`config.mk`:
```
export PLATFORM = sky130hd
export DESIGN_NAME = partitioner_flat
export DESIGN_NICKNAME = d
export VERILOG_FILES = /design/src/rtl/partitioner_pkg.sv /design/src/rtl/partitioner_if.sv /design/src/rtl/partitioner.sv /design/src/flat_wrapper.sv
export SDC_FILE = /design/constraint.sdc
export NUM_CORES = 1
export LEC_CHECK = 0
export BUFFER_PORTS_ARGS = -buffer_cell sky130_fd_sc_hd__clkbuf_2
export CAP_MARGIN = 40
export CELL_PAD_IN_SITES_DETAIL_PLACEMENT = 1
export CELL_PAD_IN_SITES_GLOBAL_PLACEMENT = 1
export CORE_AREA = 2 2 466 468
export DETAILED_ROUTE_END_ITERATION = 16
export DIE_AREA = 0 0 468 470
export GPL_TIMING_DRIVEN = 0
export PLACE_DENSITY_LB_ADDON = 0.2
export SETUP_SLACK_MARGIN = 0.4
export SYNTH_ARGS = -nofsm -noshare
export SYNTH_HDL_FRONTEND = slang
export SYNTH_SLANG_ARGS = --single-unit
```
`constraint.sdc`:
```
create_clock -name user_clk -period 7.9 [get_ports user_clk]
set_input_delay 1.185 -clock user_clk [delete_from_list [all_inputs] [get_ports user_clk]]
set_output_delay 1.185 -clock user_clk [all_outputs]
set_load 0.005 [all_outputs]
```
`src/rtl/partitioner_pkg.sv`:
```
// Shared definitions for the partitioner: FSM encoding, partition count and
// the layout of the per-partition info word.
package partitioner_pkg;

  localparam int NUM_PART = 4;

  localparam logic [1:0] ST_IDLE  = 2'd0;
  localparam logic [1:0] ST_ROUTE = 2'd1;
  localparam logic [1:0] ST_INFO  = 2'd2;
  localparam logic [1:0] ST_DONE  = 2'd3;

  localparam int INFO_CNT_LSB = 0;
  localparam int INFO_CNT_W   = 32;
  localparam int INFO_KEY_LSB = 32;
  localparam int INFO_KEY_W   = 2;
  localparam int INFO_W       = INFO_KEY_LSB + INFO_KEY_W;

  function automatic logic [INFO_W-1:0] make_info(input logic [31:0] cnt, input logic [1:0] k);
    logic [INFO_W-1:0] word;
    word = {INFO_W{1'b0}};
    word[INFO_CNT_LSB +: INFO_CNT_W] = cnt;
    word[INFO_KEY_LSB +: INFO_KEY_W] = k;
    return word;
  endfunction

endpackage

```
`src/rtl/partitioner_if.sv`:
```
// Control, input-FIFO and partition-FIFO signals of the partitioner.
// The slave modport is the partitioner's view; master is the environment's.
interface partitioner_if #(
  parameter int DATA_WIDTH = 128
);
  logic                  start;
  logic [31:0]           row_len;
  logic [DATA_WIDTH-1:0] in_dout;
  logic                  in_empty;
  logic                  in_rd_en;

  logic [DATA_WIDTH-1:0] data_0_din, data_1_din, data_2_din, data_3_din;
  logic                  data_0_wr_en, data_1_wr_en, data_2_wr_en, data_3_wr_en;
  logic                  data_0_full, data_1_full, data_2_full, data_3_full;

  logic [DATA_WIDTH-1:0] info_0_din, info_1_din, info_2_din, info_3_din;
  logic                  info_0_wr_en, info_1_wr_en, info_2_wr_en, info_3_wr_en;
  logic                  info_0_full, info_1_full, info_2_full, info_3_full;

  logic                  paritition_done;
  logic                  busy;

  modport master (
    output start, row_len, in_dout, in_empty,
    output data_0_full, data_1_full, data_2_full, data_3_full,
    output info_0_full, info_1_full, info_2_full, info_3_full,
    input  in_rd_en,
    input  data_0_din, data_1_din, data_2_din, data_3_din,
    input  data_0_wr_en, data_1_wr_en, data_2_wr_en, data_3_wr_en,
    input  info_0_din, info_1_din, info_2_din, info_3_din,
    input  info_0_wr_en, info_1_wr_en, info_2_wr_en, info_3_wr_en,
    input  paritition_done, busy
  );

  modport slave (
    input  start, row_len, in_dout, in_empty,
    input  data_0_full, data_1_full, data_2_full, data_3_full,
    input  info_0_full, info_1_full, info_2_full, info_3_full,
    output in_rd_en,
    output data_0_din, data_1_din, data_2_din, data_3_din,
    output data_0_wr_en, data_1_wr_en, data_2_wr_en, data_3_wr_en,
    output info_0_din, info_1_din, info_2_din, info_3_din,
    output info_0_wr_en, info_1_wr_en, info_2_wr_en, info_3_wr_en,
    output paritition_done, busy
  );
endinterface

```
`src/rtl/partitioner.sv`:
```
// Routes row_len rows from an FWFT input FIFO into four partition FIFOs by a
// 2-bit key, then emits one info word (row count + partition id) per partition.
module partitioner
  import partitioner_pkg::*;
#(
  parameter int DATA_WIDTH = 128,
  parameter int KEY_LSB    = 0
) (
  input  logic          user_clk,
  input  logic          user_rst,
  partitioner_if.slave  bus
);

  logic [1:0]  r_state;
  logic [31:0] r_remaining;
  logic [31:0] r_cnt [NUM_PART];
  logic [1:0]  r_info_idx;
  logic        r_busy;
  logic        r_done;

  logic [1:0]            w_key;
  logic [NUM_PART-1:0]   w_data_full;
  logic [NUM_PART-1:0]   w_info_full;
  logic [NUM_PART-1:0]   w_data_wr_en;
  logic [NUM_PART-1:0]   w_info_wr_en;
  logic                  w_pop;
  logic                  w_info_wr;
  logic [DATA_WIDTH-1:0] w_info_din [NUM_PART];

  assign w_key       = bus.in_dout[KEY_LSB+1:KEY_LSB];
  assign w_data_full = {bus.data_3_full, bus.data_2_full, bus.data_1_full, bus.data_0_full};
  assign w_info_full = {bus.info_3_full, bus.info_2_full, bus.info_1_full, bus.info_0_full};

  // Pop/write decisions; a blocked head row stalls every partition.
  always_comb begin
    w_pop        = 1'b0;
    w_info_wr    = 1'b0;
    w_data_wr_en = {NUM_PART{1'b0}};
    w_info_wr_en = {NUM_PART{1'b0}};
    if (r_state == ST_ROUTE && !bus.in_empty && !w_data_full[w_key] && r_remaining != 32'd0) begin
      w_pop               = 1'b1;
      w_data_wr_en[w_key] = 1'b1;
    end else begin
      w_pop = 1'b0;
    end
    if (r_state == ST_INFO && !w_info_full[r_info_idx]) begin
      w_info_wr                = 1'b1;
      w_info_wr_en[r_info_idx] = 1'b1;
    end else begin
      w_info_wr = 1'b0;
    end
    for (int k = 0; k < NUM_PART; k++) begin
      if (w_info_wr_en[k]) begin
        w_info_din[k] = DATA_WIDTH'(make_info(r_cnt[k], k[1:0]));
      end else begin
        w_info_din[k] = {DATA_WIDTH{1'b0}};
      end
    end
  end

  assign bus.in_rd_en     = w_pop;
  assign bus.data_0_wr_en = w_data_wr_en[0];
  assign bus.data_1_wr_en = w_data_wr_en[1];
  assign bus.data_2_wr_en = w_data_wr_en[2];
  assign bus.data_3_wr_en = w_data_wr_en[3];
  assign bus.data_0_din   = w_data_wr_en[0] ? bus.in_dout : {DATA_WIDTH{1'b0}};
  assign bus.data_1_din   = w_data_wr_en[1] ? bus.in_dout : {DATA_WIDTH{1'b0}};
  assign bus.data_2_din   = w_data_wr_en[2] ? bus.in_dout : {DATA_WIDTH{1'b0}};
  assign bus.data_3_din   = w_data_wr_en[3] ? bus.in_dout : {DATA_WIDTH{1'b0}};
  assign bus.info_0_wr_en = w_info_wr_en[0];
  assign bus.info_1_wr_en = w_info_wr_en[1];
  assign bus.info_2_wr_en = w_info_wr_en[2];
  assign bus.info_3_wr_en = w_info_wr_en[3];
  assign bus.info_0_din   = w_info_din[0];
  assign bus.info_1_din   = w_info_din[1];
  assign bus.info_2_din   = w_info_din[2];
  assign bus.info_3_din   = w_info_din[3];
  assign bus.paritition_done = r_done;
  assign bus.busy            = r_busy;

  // Run FSM with remaining-row and per-partition counters.
  always_ff @(posedge user_clk or negedge user_rst) begin
    if (!user_rst) begin
      r_state     <= ST_IDLE;
      r_remaining <= 32'd0;
      r_info_idx  <= 2'd0;
      r_busy      <= 1'b0;
      r_done      <= 1'b0;
      for (int k = 0; k < NUM_PART; k++) begin
        r_cnt[k] <= 32'd0;
      end
    end else begin
      r_done <= 1'b0;
      case (r_state)
        ST_IDLE: begin
          if (bus.start) begin
            r_remaining <= bus.row_len;
            r_info_idx  <= 2'd0;
            r_busy      <= 1'b1;
            for (int k = 0; k < NUM_PART; k++) begin
              r_cnt[k] <= 32'd0;
            end
            r_state <= (bus.row_len != 32'd0) ? ST_ROUTE : ST_INFO;
          end
        end
        ST_ROUTE: begin
          if (w_pop) begin
            r_remaining  <= r_remaining - 32'd1;
            r_cnt[w_key] <= r_cnt[w_key] + 32'd1;
            if (r_remaining == 32'd1) begin
              r_state <= ST_INFO;
            end
          end
        end
        ST_INFO: begin
          if (w_info_wr) begin
            r_info_idx <= r_info_idx + 2'd1;
            if (r_info_idx == 2'd3) begin
              r_state <= ST_DONE;
              r_done  <= 1'b1;
            end
          end
        end
        ST_DONE: begin
          r_busy  <= 1'b0;
          r_state <= ST_IDLE;
        end
        default: begin
          r_state <= ST_IDLE;
        end
      endcase
    end
  end

endmodule

```
`src/flat_wrapper.sv`:
```
// flat-port wrapper written by rule: the top's interface ports become plain ports
module partitioner_flat import partitioner_pkg::*;
#(
  parameter int DATA_WIDTH = 128,
  parameter int KEY_LSB    = 0
)
  (user_clk, user_rst, bus_start, bus_row_len, bus_in_dout, bus_in_empty, bus_data_0_full, bus_data_1_full, bus_data_2_full, bus_data_3_full, bus_info_0_full, bus_info_1_full, bus_info_2_full, bus_info_3_full, bus_in_rd_en, bus_data_0_din, bus_data_1_din, bus_data_2_din, bus_data_3_din, bus_data_0_wr_en, bus_data_1_wr_en, bus_data_2_wr_en, bus_data_3_wr_en, bus_info_0_din, bus_info_1_din, bus_info_2_din, bus_info_3_din, bus_info_0_wr_en, bus_info_1_wr_en, bus_info_2_wr_en, bus_info_3_wr_en, bus_paritition_done, bus_busy);
  partitioner_if #(.DATA_WIDTH(DATA_WIDTH)) bus_i ();
  input  logic user_clk;
  input  logic user_rst;
  input wire logic [$bits(bus_i.start)-1:0] bus_start;
  input wire logic [$bits(bus_i.row_len)-1:0] bus_row_len;
  input wire logic [$bits(bus_i.in_dout)-1:0] bus_in_dout;
  input wire logic [$bits(bus_i.in_empty)-1:0] bus_in_empty;
  input wire logic [$bits(bus_i.data_0_full)-1:0] bus_data_0_full;
  input wire logic [$bits(bus_i.data_1_full)-1:0] bus_data_1_full;
  input wire logic [$bits(bus_i.data_2_full)-1:0] bus_data_2_full;
  input wire logic [$bits(bus_i.data_3_full)-1:0] bus_data_3_full;
  input wire logic [$bits(bus_i.info_0_full)-1:0] bus_info_0_full;
  input wire logic [$bits(bus_i.info_1_full)-1:0] bus_info_1_full;
  input wire logic [$bits(bus_i.info_2_full)-1:0] bus_info_2_full;
  input wire logic [$bits(bus_i.info_3_full)-1:0] bus_info_3_full;
  output wire logic [$bits(bus_i.in_rd_en)-1:0] bus_in_rd_en;
  output wire logic [$bits(bus_i.data_0_din)-1:0] bus_data_0_din;
  output wire logic [$bits(bus_i.data_1_din)-1:0] bus_data_1_din;
  output wire logic [$bits(bus_i.data_2_din)-1:0] bus_data_2_din;
  output wire logic [$bits(bus_i.data_3_din)-1:0] bus_data_3_din;
  output wire logic [$bits(bus_i.data_0_wr_en)-1:0] bus_data_0_wr_en;
  output wire logic [$bits(bus_i.data_1_wr_en)-1:0] bus_data_1_wr_en;
  output wire logic [$bits(bus_i.data_2_wr_en)-1:0] bus_data_2_wr_en;
  output wire logic [$bits(bus_i.data_3_wr_en)-1:0] bus_data_3_wr_en;
  output wire logic [$bits(bus_i.info_0_din)-1:0] bus_info_0_din;
  output wire logic [$bits(bus_i.info_1_din)-1:0] bus_info_1_din;
  output wire logic [$bits(bus_i.info_2_din)-1:0] bus_info_2_din;
  output wire logic [$bits(bus_i.info_3_din)-1:0] bus_info_3_din;
  output wire logic [$bits(bus_i.info_0_wr_en)-1:0] bus_info_0_wr_en;
  output wire logic [$bits(bus_i.info_1_wr_en)-1:0] bus_info_1_wr_en;
  output wire logic [$bits(bus_i.info_2_wr_en)-1:0] bus_info_2_wr_en;
  output wire logic [$bits(bus_i.info_3_wr_en)-1:0] bus_info_3_wr_en;
  output wire logic [$bits(bus_i.paritition_done)-1:0] bus_paritition_done;
  output wire logic [$bits(bus_i.busy)-1:0] bus_busy;
  assign bus_i.start = bus_start;
  assign bus_i.row_len = bus_row_len;
  assign bus_i.in_dout = bus_in_dout;
  assign bus_i.in_empty = bus_in_empty;
  assign bus_i.data_0_full = bus_data_0_full;
  assign bus_i.data_1_full = bus_data_1_full;
  assign bus_i.data_2_full = bus_data_2_full;
  assign bus_i.data_3_full = bus_data_3_full;
  assign bus_i.info_0_full = bus_info_0_full;
  assign bus_i.info_1_full = bus_info_1_full;
  assign bus_i.info_2_full = bus_info_2_full;
  assign bus_i.info_3_full = bus_info_3_full;
  assign bus_in_rd_en = bus_i.in_rd_en;
  assign bus_data_0_din = bus_i.data_0_din;
  assign bus_data_1_din = bus_i.data_1_din;
  assign bus_data_2_din = bus_i.data_2_din;
  assign bus_data_3_din = bus_i.data_3_din;
  assign bus_data_0_wr_en = bus_i.data_0_wr_en;
  assign bus_data_1_wr_en = bus_i.data_1_wr_en;
  assign bus_data_2_wr_en = bus_i.data_2_wr_en;
  assign bus_data_3_wr_en = bus_i.data_3_wr_en;
  assign bus_info_0_din = bus_i.info_0_din;
  assign bus_info_1_din = bus_i.info_1_din;
  assign bus_info_2_din = bus_i.info_2_din;
  assign bus_info_3_din = bus_i.info_3_din;
  assign bus_info_0_wr_en = bus_i.info_0_wr_en;
  assign bus_info_1_wr_en = bus_i.info_1_wr_en;
  assign bus_info_2_wr_en = bus_i.info_2_wr_en;
  assign bus_info_3_wr_en = bus_i.info_3_wr_en;
  assign bus_paritition_done = bus_i.paritition_done;
  assign bus_busy = bus_i.busy;
  partitioner #(.DATA_WIDTH(DATA_WIDTH), .KEY_LSB(KEY_LSB)) u_core (.user_clk(user_clk), .user_rst(user_rst), .bus(bus_i));
endmodule
```
==> flow_summary.rst <==
.. list-table::
   :header-rows: 1

   * - Metric
     - Value
   * - Number of top-level pins
     - 1207
   * - Reg-to-reg critical path startpoint
     - u_core.r_remaining[10]$_DFFE_PN0P_
   * - Total of buffers placed on input and output ports
     - 822
   * - Post-route DRC
     - 0
   * - Die outline area
     - 220000 um^2
   * - Total number of vias
     - 19150
   * - Detailed-route wire length per cell
     - 21.13 um
   * - Remaining global-route overflow
     - 0
   * - Total setup violations reported at the end of the flow
     - 0
   * - Count of unique library cells instantiated by Yosys
     - 62
   * - Clock insertion delay at the later pin of the skew report
     - 0.53 ns
   * - Data required time at the worst endpoint
     - 6.71 ns
   * - Time the final worst path needs with I/O delays and setup
     - 5.732 ns
   * - First-pass GRT wire length
     - 173900 um
   * - Largest voltage drop on the vdd net
     - 0.1267 mV
   * - Number of flops mapped to enable cells by yosys
     - 0
   * - Most frequently used flop master after synthesis
     - dfrtp_1
   * - Starting DRT DRC Count
     - 916
   * - Total CTS buffers
     - 17
   * - Worst-path fanout max
     - 10
   * - Multi-input combinational cell area
     - 10110 um^2
   * - Clk pin slew, worst setup/hold paths
     - 0.09 ns
   * - Cell Chain, Critical Path
     - clkbuf_2 -> buf_2 -> buf_2 -> nor2_1 -> buf_2 -> clkbuf_1 -> and3_1 -> clkbuf_2
   * - Standard-cell row count
     - 171
   * - Post-synthesis to final-layout area growth
     - 61.52%
   * - Kind of end point of the critical path
     - primary output
   * - H-tree depth reported by CTS
     - 4
   * - Cell with the most instances on the worst path
     - buf_2
   * - Outcome
     - finished, final reports clean
   * - Comb pwr share
     - 0.474
   * - Fmax
     - 0.1744 GHz
   * - Number of instances in the placed design
     - 6168
   * - Power per cell area
     - 148.4 nW/um^2
   * - Max-cap violations
     - 0
   * - Standby leakage power
     - 0.01412 uW
   * - Net count, final
     - 3517
   * - Total number of clock tree sinks
     - 166
   * - Setup TNS Final
     - 0 ns
   * - Sequential Area
     - 4154 um^2
   * - Ratio of cells with drive above 1 in the final layout
     - 0.4041
   * - Total detailed-routing wirelength
     - 131200 um
   * - Placed wire-length estimate after detailed placement
     - 112900 um
   * - Standard cell core area
     - 215700 um^2
   * - Total track usage
     - 0.1144
   * - Startpoint types
     - input port
   * - Weighted congestion reported at the end of routability-driven placement
     - 0.7774
   * - Via count of the first global-routing pass
     - 19380
   * - Max-slew violation count
     - 0
   * - Portion of total power attributed to the clock network
     - 0.250
   * - Post-synthesis area per instance
     - 7.873 um^2
   * - Cell with the largest stage delay on the worst path
     - clkbuf_1
   * - Area of the mapped netlist
     - 16450 um^2
   * - Total power after layout
     - 3941 uW
   * - Antenna violations before repair
     - 31
   * - Cell Int Power
     - 2041 uW
   * - Hold buffer count at CTS
     - 0
   * - Top area cells in the synthesized netlist
     - dfrtp_1 25%, buf_4 18%, and2_1 15%
   * - Final clock skew
     - 0.03290 ns
   * - Number of hold-slack violations in the final timing report
     - 0
   * - Unrepaired setup endpoints after global routing
     - no
   * - Pre-CTS setup slack
     - 1.929 ns
   * - Switching share of power
     - 0.4821
   * - Iteration count of the initial detailed-routing pass
     - 5
   * - Placed Instance Area
     - 25890 um^2
   * - Largest net degree at the start of global routing
     - 86
   * - Worst hold-check path type
     - in -> async
   * - Max-slew headroom at the worst pin
     - 0.3588
   * - Fraction of the yosys area taken by sequential cells
     - 0.2526
   * - Combined buffer and inverter count along the critical path
     - 6
   * - Switching power total
     - 1900 uW
   * - Post-synth top area share
     - 0.2526
   * - Finished layout cell area
     - 26570 um^2
   * - Post-layout instance count excluding filler cells
     - 6208
   * - Post-Syn Instances
     - 2089
   * - Via-per-instance ratio
     - 3.085
   * - Final clock period utilization by the worst path
     - 0.7256
   * - Chip Width
     - 468 um
   * - CTS tree
     - built
   * - Total of fill cells in the finished design
     - 26300
   * - Vertical die dimension
     - 470 um
   * - Buffer type at the clock tree root
     - clkbuf_16
   * - Critical path's largest stage delay
     - 0.72 ns
   * - Source of the critical timing path
     - bus_in_dout[1]
   * - Worst-margin pin slew
     - 0.9530 ns
   * - Sequential cell fraction of total power
     - 0.276
   * - Register bit total from synthesis
     - 166
   * - Cells resized by post-CTS repair
     - 0
   * - Largest delay contributor family on the critical path
     - buffers and inverters
   * - Fin worst setup slack
     - 2.168 ns
   * - Post-route antenna net violation count
     - 0
   * - Initial standard-cell utilization of the core
     - 0.07626
   * - Kind of critical path
     - in -> out
   * - Post-CTS setup buffers
     - 0
   * - Ys async rst share
     - 1.000
   * - Crit path DAT
     - 4.55 ns
   * - Number of buffers on the longest clock path
     - 2
   * - Cell accounting for the most synthesized area
     - dfrtp_1
   * - Warnings, synthesis
     - 0
area by class of cell:
| cell class | count | share of cell area |
|---|---|---|
| timing repair buffer | 842 | 0.1669 |
| clock inverter | 15 | 0.008525 |
| inverter | 18 | 0.002543 |
| antenna | 8 | 0.0007536 |
| buffer | 543 | 0.1340 |
| sequential | 166 | 0.1564 |
| clock buffer | 17 | 0.01601 |
| tap | 2854 | 0.1344 |
| multi-input combinational | 1745 | 0.3805 |
through the flow:
stage | hold WS [ns] | utilization
2_1_floorplan | 0.4563 | -
3_3_place_gp | 0.4793 | 0.1186
3_5_place_dp | 0.4937 | 0.1201
4_1_cts | 0.4283 | 0.1231
5_1_grt | 0.4346 | 0.1231
6_report | 0.4608 | 0.1232
power by group through the flow:
stage                     logic (uW)  registers [uW]  clock network, uW
after floorplan                 1000            1060                  0
after global placement          1860            1100                  0
after detailed placement        1890            1100                  0
after CTS                       1900            1090               1020
after global routing            2040            1110               1040
final                           1870            1090                986
synth_stat cells, types with 3 or more instances:
master / number
buf_4: 393
and2_1: 391
and3_1: 270
dfrtp_1: 166
nand2_1: 141
clkbuf_1: 120
o21ai_0: 82
a21oi_1: 78
a31oi_1: 44
nand3_1: 42
nor2_1: 36
mux4_2: 33
nor3_1: 29
buf_2: 28
o22ai_1: 28
o21ai_1: 17
inv_1: 16
nor4_1: 16
ha_1: 12
nand4_1: 12
or3_1: 12
xor2_1: 12
mux2i_1: 7
nand2b_1: 7
o22a_1: 7
xnor2_1: 7
a21o_1: 6
a2bb2oi_1: 6
o31ai_1: 6
a22o_1: 5
and4_1: 5
a22oi_1: 4
or2_1: 4
or4_1: 4
nor2_4: 3
nor2b_1: 3
nor4_2: 3
o31a_1: 3
worst paths after layout:
kind / slack (ns) / to / depth (start not counted)
max reg2reg: 4.17 / u_core.r_cnt[126]$_DFFE_PN0P_ / 11
min: 0.46 / u_core.r_cnt[105]$_DFFE_PN0P_ / 1
min reg2reg: 0.52 / u_core.r_cnt[39]$_DFFE_PN0P_ / 2
max: 2.17 / bus_data_0_din[47] / 8
max in group asynchronous: 6.66 / u_core.r_remaining[15]$_DFFE_PN0P_ / 2
min in group user_clk: 0.52 / u_core.r_cnt[39]$_DFFE_PN0P_ / 2
sequential cells by signal (all words and copies together), names as in the netlist:
name	flops
u_core.r_info_idx	2
u_core.bus.busy	1
u_core.r_remaining	32
u_core.r_state	2
u_core.r_cnt	128
u_core.bus.paritition_done	1
logic make-up (layout without fill, tap and decap cells):
logic type | count (synthesis) | count (layout) | share of synthesized area
AND/OR/NAND/NOR | 994 | 994 | 0.3534
buffers and inverters | 561 | 1435 | 0.2203
AO/OA/AOI/OAI | 295 | 295 | 0.1041
flip-flops | 166 | 166 | 0.2526
multiplexers | 41 | 41 | 0.05013
XOR/XNOR | 19 | 19 | 0.01012
adder cells (fa/ha/maj) | 12 | 12 | 0.009129
other | 1 | 392 | 0.0002280
metal layers:
| layer | global-route usage | vias up | part of all wire | routed length, um |
|---|---|---|---|---|
| met5 | 0 | - | 0.00027 | 35 |
| met4 | 0.03359 | 8 | 0.030 | 3933 |
| met3 | 0.02513 | 114 | 0.057 | 7450 |
| met2 | 0.2093 | 747 | 0.52 | 68140 |
| met1 | 0.1311 | 9396 | 0.39 | 51640 |
| li1 | - | 8885 | - | - |
cell usage in the layout, fill, tap and decap left out, types with 28 or more instances in the layout:
cell and n:
clkbuf_2 824, buf_4 394, and2_1 391, conb_1 384, and3_1 270, dfrtp_1 166
nand2_1 141, clkbuf_1 117, o21ai_0 82, a21oi_1 78, a31oi_1 44, nand3_1 42
nor2_1 36, mux4_2 33, nor3_1 29, buf_2 28, o22ai_1 28
Note: power is estimated with default switching activity, not from simulation.
